<file path="src/rtl/cache_pkg.sv">
// rtl/cache_pkg.sv - AHB encodings and fill-state type shared by the cache line-fill master
package cache_pkg;

    localparam logic [1:0] HTRANS_IDLE   = 2'b00;
    localparam logic [1:0] HTRANS_NONSEQ = 2'b10;
    localparam logic [1:0] HTRANS_SEQ    = 2'b11;

    localparam logic [2:0] HBURST_INCR4  = 3'b011;
    localparam logic [2:0] HBURST_WRAP4  = 3'b010;
    localparam logic [2:0] HSIZE_WORD    = 3'b010;

    typedef enum logic [2:0] {
        FILL_IDLE,
        FILL_ADDR,
        FILL_BURST,
        FILL_LAST,
        FILL_ERR
    } fill_state_e;

endpackage

</file>
<file path="src/rtl/cache_fill_addr_gen.sv">
// rtl/cache_fill_addr_gen.sv - beat address from line base, start word and beat count
// Offset sum is kept to OFF_W bits so a wrapping burst never carries into tag/index bits.
module cache_fill_addr_gen #(
    parameter int LINE_WORDS = 4,
    parameter int OFF_W      = $clog2(LINE_WORDS)
) (
    input  logic [29-OFF_W:0] line_base_i,
    input  logic [OFF_W-1:0]  start_off_i,
    input  logic [OFF_W-1:0]  beat_cnt_i,
    output logic [31:0]       addr_o
);

    logic [OFF_W-1:0] word_off;

    assign word_off = start_off_i + beat_cnt_i;
    assign addr_o   = {line_base_i, word_off, 2'b00};

endmodule

</file>
<file path="src/rtl/cache_fill_ahb.sv">
// rtl/cache_fill_ahb.sv - 4-beat AHB read-burst line-fill master feeding port 1 of the AHB mux
// Build option: CACHE_FILL_CWF_EN selects critical-word-first (WRAP4) instead of line-base INCR4.
module cache_fill_ahb
    import cache_pkg::*;
#(
    parameter int         LINE_WORDS = 4,
    parameter logic [3:0] HPROT_VAL  = 4'b1011
) (
    input  logic                          i_hclk,
    input  logic                          i_hnreset,
    input  logic                          i_req,
    input  logic [31:0]                   i_addr,
    output logic                          o_busy,
    output logic                          o_done,
    output logic                          o_err,
    output logic                          o_wr_en,
    output logic [$clog2(LINE_WORDS)-1:0] o_wr_idx,
    output logic [31:0]                   o_wr_data,
    output logic                          o_crit,
    output logic                          o_en,
    output logic                          o_hsel,
    output logic [31:0]                   o_haddr,
    output logic                          o_hwrite,
    output logic [2:0]                    o_hsize,
    output logic [2:0]                    o_hburst,
    output logic [3:0]                    o_hprot,
    output logic [1:0]                    o_htrans,
    output logic                          o_hmastlock,
    output logic                          o_hready,
    output logic [31:0]                   o_hwdata,
    input  logic                          i_hready,
    input  logic                          i_hresp,
    input  logic [31:0]                   i_hrdata
);

    localparam int              OFF_W    = $clog2(LINE_WORDS);
    localparam logic [OFF_W-1:0] LAST_CNT = OFF_W'(LINE_WORDS - 1);

`ifdef CACHE_FILL_CWF_EN
    localparam bit         CWF        = 1'b1;
    localparam logic [2:0] BURST_TYPE = HBURST_WRAP4;
`else
    localparam bit         CWF        = 1'b0;
    localparam logic [2:0] BURST_TYPE = HBURST_INCR4;
`endif

    fill_state_e       state_q;
    logic [29-OFF_W:0] base_q;
    logic [OFF_W-1:0]  start_q;
    logic [OFF_W-1:0]  crit_off_q;
    logic [OFF_W-1:0]  addr_cnt_q;
    logic [OFF_W-1:0]  data_cnt_q;
    logic              busy_q;
    logic              done_q;
    logic              err_q;
    logic              en_q;
    logic              hsel_q;
    logic [1:0]        htrans_q;

    logic [31:0]       beat_addr;
    logic [OFF_W-1:0]  req_off;
    logic [OFF_W-1:0]  wr_idx;
    logic              data_phase;
    logic              wr_en;
    logic              bus_err;
    logic              unused_addr_bits;

    assign req_off          = i_addr[OFF_W+1:2];
    assign unused_addr_bits = ^i_addr[1:0];

    cache_fill_addr_gen #(
        .LINE_WORDS (LINE_WORDS)
    ) u_addr_gen (
        .line_base_i (base_q),
        .start_off_i (start_q),
        .beat_cnt_i  (addr_cnt_q),
        .addr_o      (beat_addr)
    );

    // First cycle of a two-cycle ERROR response; the beat is never written.
    assign data_phase = (state_q == FILL_BURST) || (state_q == FILL_LAST);
    assign bus_err    = data_phase && !i_hready && i_hresp;
    assign wr_en      = data_phase && i_hready && !i_hresp;
    assign wr_idx     = start_q + data_cnt_q;

    always_ff @(posedge i_hclk or negedge i_hnreset) begin
        if (!i_hnreset) begin
            state_q    <= FILL_IDLE;
            base_q     <= '0;
            start_q    <= '0;
            crit_off_q <= '0;
            addr_cnt_q <= '0;
            data_cnt_q <= '0;
            busy_q     <= 1'b0;
            done_q     <= 1'b0;
            err_q      <= 1'b0;
            en_q       <= 1'b0;
            hsel_q     <= 1'b0;
            htrans_q   <= HTRANS_IDLE;
        end else begin
            done_q <= 1'b0;
            err_q  <= 1'b0;
            if (wr_en) begin
                data_cnt_q <= data_cnt_q + 1'b1;
            end
            case (state_q)
                FILL_IDLE: begin
                    if (i_req && i_hready) begin
                        base_q     <= i_addr[31:OFF_W+2];
                        crit_off_q <= req_off;
                        start_q    <= CWF ? req_off : '0;
                        addr_cnt_q <= '0;
                        data_cnt_q <= '0;
                        busy_q     <= 1'b1;
                        en_q       <= 1'b1;
                        hsel_q     <= 1'b1;
                        htrans_q   <= HTRANS_NONSEQ;
                        state_q    <= FILL_ADDR;
                    end
                end
                FILL_ADDR: begin
                    if (i_hready) begin
                        addr_cnt_q <= addr_cnt_q + 1'b1;
                        htrans_q   <= HTRANS_SEQ;
                        state_q    <= FILL_BURST;
                    end
                end
                FILL_BURST: begin
                    if (bus_err) begin
                        htrans_q <= HTRANS_IDLE;
                        state_q  <= FILL_ERR;
                    end else if (wr_en) begin
                        addr_cnt_q <= addr_cnt_q + 1'b1;
                        if (addr_cnt_q == LAST_CNT) begin
                            // Release the mux now so the CPU port owns the bus after D3.
                            en_q     <= 1'b0;
                            hsel_q   <= 1'b0;
                            htrans_q <= HTRANS_IDLE;
                            state_q  <= FILL_LAST;
                        end
                    end
                end
                FILL_LAST: begin
                    if (bus_err) begin
                        en_q    <= 1'b1;
                        hsel_q  <= 1'b1;
                        state_q <= FILL_ERR;
                    end else if (wr_en) begin
                        busy_q  <= 1'b0;
                        done_q  <= 1'b1;
                        state_q <= FILL_IDLE;
                    end
                end
                FILL_ERR: begin
                    if (i_hready) begin
                        busy_q  <= 1'b0;
                        done_q  <= 1'b1;
                        err_q   <= 1'b1;
                        en_q    <= 1'b0;
                        hsel_q  <= 1'b0;
                        state_q <= FILL_IDLE;
                    end
                end
                default: state_q <= FILL_IDLE;
            endcase
        end
    end

    assign o_busy      = busy_q;
    assign o_done      = done_q;
    assign o_err       = err_q;
    assign o_en        = en_q;
    assign o_hsel      = hsel_q;
    assign o_htrans    = htrans_q;
    assign o_haddr     = hsel_q ? beat_addr  : '0;
    assign o_hburst    = hsel_q ? BURST_TYPE : '0;
    assign o_hsize     = hsel_q ? HSIZE_WORD : '0;
    assign o_hprot     = hsel_q ? HPROT_VAL  : '0;
    assign o_hwrite    = 1'b0;
    assign o_hmastlock = 1'b0;
    assign o_hwdata    = '0;
    assign o_hready    = i_hready;

    assign o_wr_en   = wr_en;
    assign o_wr_idx  = wr_idx;
    assign o_wr_data = wr_en ? i_hrdata : '0;
    assign o_crit    = wr_en && (wr_idx == crit_off_q);

endmodule

</file>
<file path="config.mk">
export PLATFORM = sky130hd
export DESIGN_NAME = cache_fill_ahb
export DESIGN_NICKNAME = d
export VERILOG_FILES = /design/src/rtl/cache_pkg.sv /design/src/rtl/cache_fill_addr_gen.sv /design/src/rtl/cache_fill_ahb.sv
export SDC_FILE = /design/constraint.sdc
export NUM_CORES = 1
export LEC_CHECK = 0
export CAP_MARGIN = 0
export CORE_MARGIN = 3
export CORE_UTILIZATION = 37
export DETAILED_ROUTE_END_ITERATION = 8
export HOLD_SLACK_MARGIN = 0.06
export PLACE_DENSITY = 0.86
export SLEW_MARGIN = 15
export SYNTH_ARGS = -nofsm -noshare
export SYNTH_HDL_FRONTEND = slang
export SYNTH_SLANG_ARGS = --single-unit
</file>
<file path="constraint.sdc">
create_clock -name i_hclk -period 1.8 [get_ports i_hclk]
set_input_delay 0.18 -clock i_hclk [delete_from_list [all_inputs] [get_ports i_hclk]]
set_output_delay 0.18 -clock i_hclk [all_outputs]
set_load 0.005 [all_outputs]
</file>
Word level (Yosys, flattened, before mapping)
Index checks and enable logic that the tools add are counted.

Register bits: 43. Input bits: 69. Output and inout port bits: 120. Logic and storage cells: 92.

Add/sub/neg operators: 2. Equality and inequality tests: 18. Multiplexer cells: 43. Reduce and logical (&&, ||, !) cells: 19.

Operators by type and width (number): 2-to-1 mux 32 bit (2); 2-to-1 mux 2 bit (14); 2-to-1 mux 3 bit (8); != test 2 bit, second input constant (8); one-hot mux 3 bit (5 select lines) (1); AND reduction 5 bit (3); 2-to-1 mux 1 bit (12); one-hot mux 2 bit (3 select lines) (2); AND reduction 7 bit (1); == test 3 x 2 -> 1 bit, second input constant (2); logical AND 1 bit (6); != test 3 bit, second input constant (2); AND reduction 6 bit (1); nonzero test 3 bit (2); adder 2 x 1 -> 2 bit, second input constant (2); 2-to-1 mux 4 bit (1); one-hot mux 1 bit (4 select lines) (1); nonzero test 4 bit (1); == test 3 x 1 -> 1 bit, second input constant (1); == test 3 bit, second input constant (1); logical NOT 3 bit (1); != test 3 x 2 -> 1 bit, second input constant (1); one-hot mux 1 bit (3 select lines) (1); == test 2 bit (1); other kinds (6) (7).

Longest topological paths before layout
Depth after elaboration: 7. Depth in mapped cells: 6. Mapped depth without buffers: 4.

Hierarchy
Synthesis repeated with hierarchy kept, for this count alone.

Cell total of the unflattened synthesis: 302. Area total of the unflattened synthesis: 3123.0 um2.

By module, submodules not included: cache_fill_ahb (times used 1, cells an instance 269, area an instance 2857.7 um2, seq. area each 1076.0 um2); cache_fill_addr_gen (times used 1, cells an instance 33, area an instance 265.3 um2, seq. area each 0.0 um2).

Worst setup path before layout
No wires, ideal clock.

Path kind: reg2reg. Start: register state_q[2]. End: register base_q[10]. Setup time: 0.125 ns. Arrival: 1.368 ns. Data required time: 1.675 ns. Setup slack: 0.307 ns. Cell stages (with the launch flop): 7. Path buffers: 3. Period minus slack after synthesis: 1.493 ns. Cells stage by stage: dfrtp_1 > buf_6 > nor2_4 > and4_4 > buf_6 > buf_12 > mux2_4.

Word-level cells in the longest chain between the ends: 2.

RTL lines: from (decl) (RTL line cache_fill_ahb.sv:47) `fill_state_e state_q;`; from (signal assigned) (RTL line cache_fill_ahb.sv:88) `state_q <= FILL_IDLE;`; from (signal assigned) (RTL line cache_fill_ahb.sv:118) `state_q <= FILL_ADDR;`; from (signal assigned) (RTL line cache_fill_ahb.sv:125) `state_q <= FILL_BURST;`; logical NOT 3 bit (RTL line cache_fill_ahb.sv:106) `case (state_q)`; AND reduction 2 bit (no line); to (signal assigned) (RTL line cache_fill_ahb.sv:109) `base_q <= i_addr[31:OFF_W+2];`; to (decl) (RTL line cache_fill_ahb.sv:48) `logic [29-OFF_W:0] base_q;`.

No other way between the ends. A chain may end at the register's enable or synchronous reset.

Worst setup path in the final report
Start: register state_q[2]. End: output port o_wr_data[5].

Word-level cells in the longest chain between the ends: 5. Elaborated cells between the ends (all ways): 6. Classes of those cells: eq/ne: 2; mux: 1; reduce/logical: 3.

RTL lines: == test 3 x 2 -> 1 bit (RTL line cache_fill_ahb.sv:81) `assign data_phase = (state_q == FILL_BURST) || (state_q == FILL_LAST);`; logical OR 1 bit * (RTL line cache_fill_ahb.sv:81); logical AND 1 bit * (2 in series) (RTL line cache_fill_ahb.sv:83) `assign wr_en = data_phase && i_hready && !i_hresp;`; 2-to-1 mux 32 bit * (RTL line cache_fill_ahb.sv:186) `assign o_wr_data = wr_en ? i_hrdata : '0;`; to (decl) (RTL line cache_fill_ahb.sv:18) `output logic [31:0] o_wr_data,`.

Every way passes the cells marked *; elsewhere a longest branch is shown, timed or not.

==> run_results.csv <==
group,metric,value,unit
synth,avgSynthCellArea,10.71,um^2
grt,antenna_found_initial,0,
power_and_ir_drop,irDropWorstVdd,756.8,uV
final_layout,drive_gt1_frac,0.1957,
sta,rsz0062_at_grt,"true",
synth,async_flop_share,1.000,
grt,grt_use_total,0.1610,
floorplan,io_pins,189,
sta,tightest_slew,633.3,ps
worst_hold_path,hold_class,"in -> async",
floorplan,core,7370,um^2
drt,wirelength,7640,um
clocking,htree_levels,2,
sta,final.setup_skew,6.916,ps
critical_path,crit_required,1620,ps
clocking,numCtsBuffers,5,
drt,drt-vias-per-instance,4.355,
floorplan,dieArea,8818,um^2
critical_path,critical_path_arrival,1540,ps
drt,vias,2256,
grt,grt_pass1_wl,11250,um
final_layout,antennaDiodeCount,0,
sta,fin_crit_sh,0.9557,
drt,routedWlPerCell,14.75,um
synth,synth-edff-count,0,
drt,ant_nets,0,
power_and_ir_drop,power.density,1308,nW/um^2
final_layout,final_common_cell,"clkdlybuf4s50_1",
place,hpwl,5764,um
critical_path,start_kind,"flop",
clocking,clk_path_buf_depth,2,
place,dpl_cell_area,4238,um^2
clocking,clk_pin_slew,90,ps
floorplan,start_util,0.3879,
sta,slew_headroom,0.5778,
synth,synth_cells,267,
place,port_buffers,146,
critical_path,cp-end-kind,"output pin",
floorplan,die_h,93.91,um
synth,ys_ff_latch,43,
place,gp_congestion,0.8915,
grt,grt_max_degree,30,
sta,finalSetupViolCount,0,
job,timing.max_cap.violations,0,
sta,drv_slew,0,
power_and_ir_drop,leakage,1.980,nW
sta,fmaxAchievable,581.3,MHz
synth,synth_cell_types,45,
sta,min_period,1720,ps
clocking,insertion_delay,290,ps
outcome,status,"finished, final reports clean",
final_layout,final_cell_mix,"111 x clkdlybuf4s50_1, 61 x and2_1, 43 x dfrtp_1",
clocking,clockRootBuffer,"clkbuf_8",
synth,ys_seq_area_frac,0.3764,
grt,grt_overflow,0,
synth,yosys_warnings,0,
synth,ys.flop_type,"dfrtp_1",
synth,syn-cell-area,2859,um^2
critical_path,criticalPathCategory,"reg -> out",
grt,grt_pass1_vias,2209,
place,dpl.cell_count,501,
sta,hold_viol,0,
final_layout,syn_to_final_growth,55.14,%
drt,drc,0,
final_layout,finalNonFillerCells,518,
final_layout,fin_nets,488,
critical_path,cp_max_fo,8,
clocking,cts_tree,"done",
drt,first_pass_iters,4,
drt,drt_iter0_markers,26,
final_layout,fin_area,4436,um^2
floorplan,fp.dieW,93.91,um
final_layout,post-route-util,0.6019,
clocking,clock_sinks,43,
floorplan,rows,31,
## flip-flops by register name, summed over array words and instances, names as in the netlist
register / cells
base_q: 28
state_q: 3
addr_cnt_q: 2
crit_off_q: 2
data_cnt_q: 2
o_htrans: 2
o_busy: 1
o_done: 1
o_err: 1
o_hsel: 1
## cell families (layout without fill, tap and decap cells)
kind of cell / Yosys count / in the layout / synth area share
AND/OR/NAND/NOR: 90 / 90 / 0.2000
buffers and inverters: 71 / 184 / 0.1821
flip-flops: 43 / 43 / 0.3764
multiplexers: 32 / 32 / 0.1615
AO/OA/AOI/OAI: 25 / 25 / 0.06215
XOR/XNOR: 4 / 4 / 0.01226
adder cells (fa/ha/maj): 1 / 1 / 0.004376
other: 1 / 40 / 0.001312
## cell type report
| type | count | area, um^2 |
|---|---|---|
| clock buffer | 5 | 68.82 |
| timing repair buffer | 170 | 1687 |
| clock inverter | 3 | 20.02 |
| fill | 616 | 2934 |
| inverter | 6 | 27.53 |
| sequential | 43 | 1076 |
| multi-input combinational | 192 | 1433 |
| tap | 99 | 123.9 |
## power by group
group | leakage (nW) | total [W] | switching [W] | internal [W]
combinational | 1.42 | 0.00350 | 0.00116 | 0.00234
sequential | 0.517 | 0.00171 | 0.000284 | 0.00142
clock | 0.0402 | 0.000598 | 0.000328 | 0.000270
total | 1.98 | 0.00580 | 0.00177 | 0.00403
## per-layer routing
metal	up-vias	part of all wire	global-route usage
met5	-	0	0
met3	7	0.053	0.03125
met4	0	0.0041	0.02407
met1	1067	0.41	0.2064
met2	91	0.54	0.2856
li1	1091	-	-
## critical path, stage by stage, from the launching register on
cell	delay (ps)
dfrtp_1	390
nand4bb_4	260
clkinv_4	120
clkbuf_16	140
and2_1	120
clkdlybuf4s15_1	220
## final timing paths
kind / slack [ps] / startpoint / end / cells after the start
setup / recovery: 80 / state_q[2] / o_wr_data[5] / 5
hold / removal: 450 / i_hnreset / base_q[13] / 2
setup reg to reg: 90 / state_q[1] / base_q[0] / 6
hold reg to reg: 500 / base_q[0] / base_q[0] / 1
max in group asynchronous: 780 / i_hnreset / base_q[20] / 3
min in group i_hclk: 500 / i_addr[6] / base_q[2] / 2
## synthesized netlist by cell type, types with 2 or more instances
cell      count  area (um^2)
inv_2         2        7.510
nor3_1        3        15.01
mux2_4       27        405.4
buf_12        3        60.06
inv_1         4        15.01
a21oi_1       7        35.03
and2_1       62        387.9
buf_4        48        360.4
nand3_1       2        10.01
xor2_1        3        26.28
nand2_1       6        22.52
buf_2         8        40.04
o21ai_0       5        25.02
or3_1         2        12.51
buf_6         2        22.52
nand2b_1      2        12.51
nor2b_1       2        12.51
dfrtp_1      43         1076
clkbuf_1      4        15.01
mux2_1        5        56.30
nor3b_1       2        15.01
nor2_1        2        7.510
## per-stage QoR
stage               setup WS, ps  hold WS, ps  TNS (ps)  total power [W]
finish                     79.79        445.6         0         0.005802
CTS                        31.58        473.9         0         0.005761
floorplan                  306.9       -115.6         0         0.003491
global route              -7.239        493.3    -7.239         0.006206
detailed placement        -220.3        246.3     -6694         0.005115
global placement          -223.9        240.8     -6195         0.005017
## timing repair
item,4_1_cts,5_1_grt
setup buffers,1,5
hold endpoints to repair,27,0
gates resized for setup,44,46
endpoints found under the setup margin,34,40
pin swaps,1,3
hold buffers,1,0
cloned,1,2
Note: power is estimated with default switching activity, not from simulation.
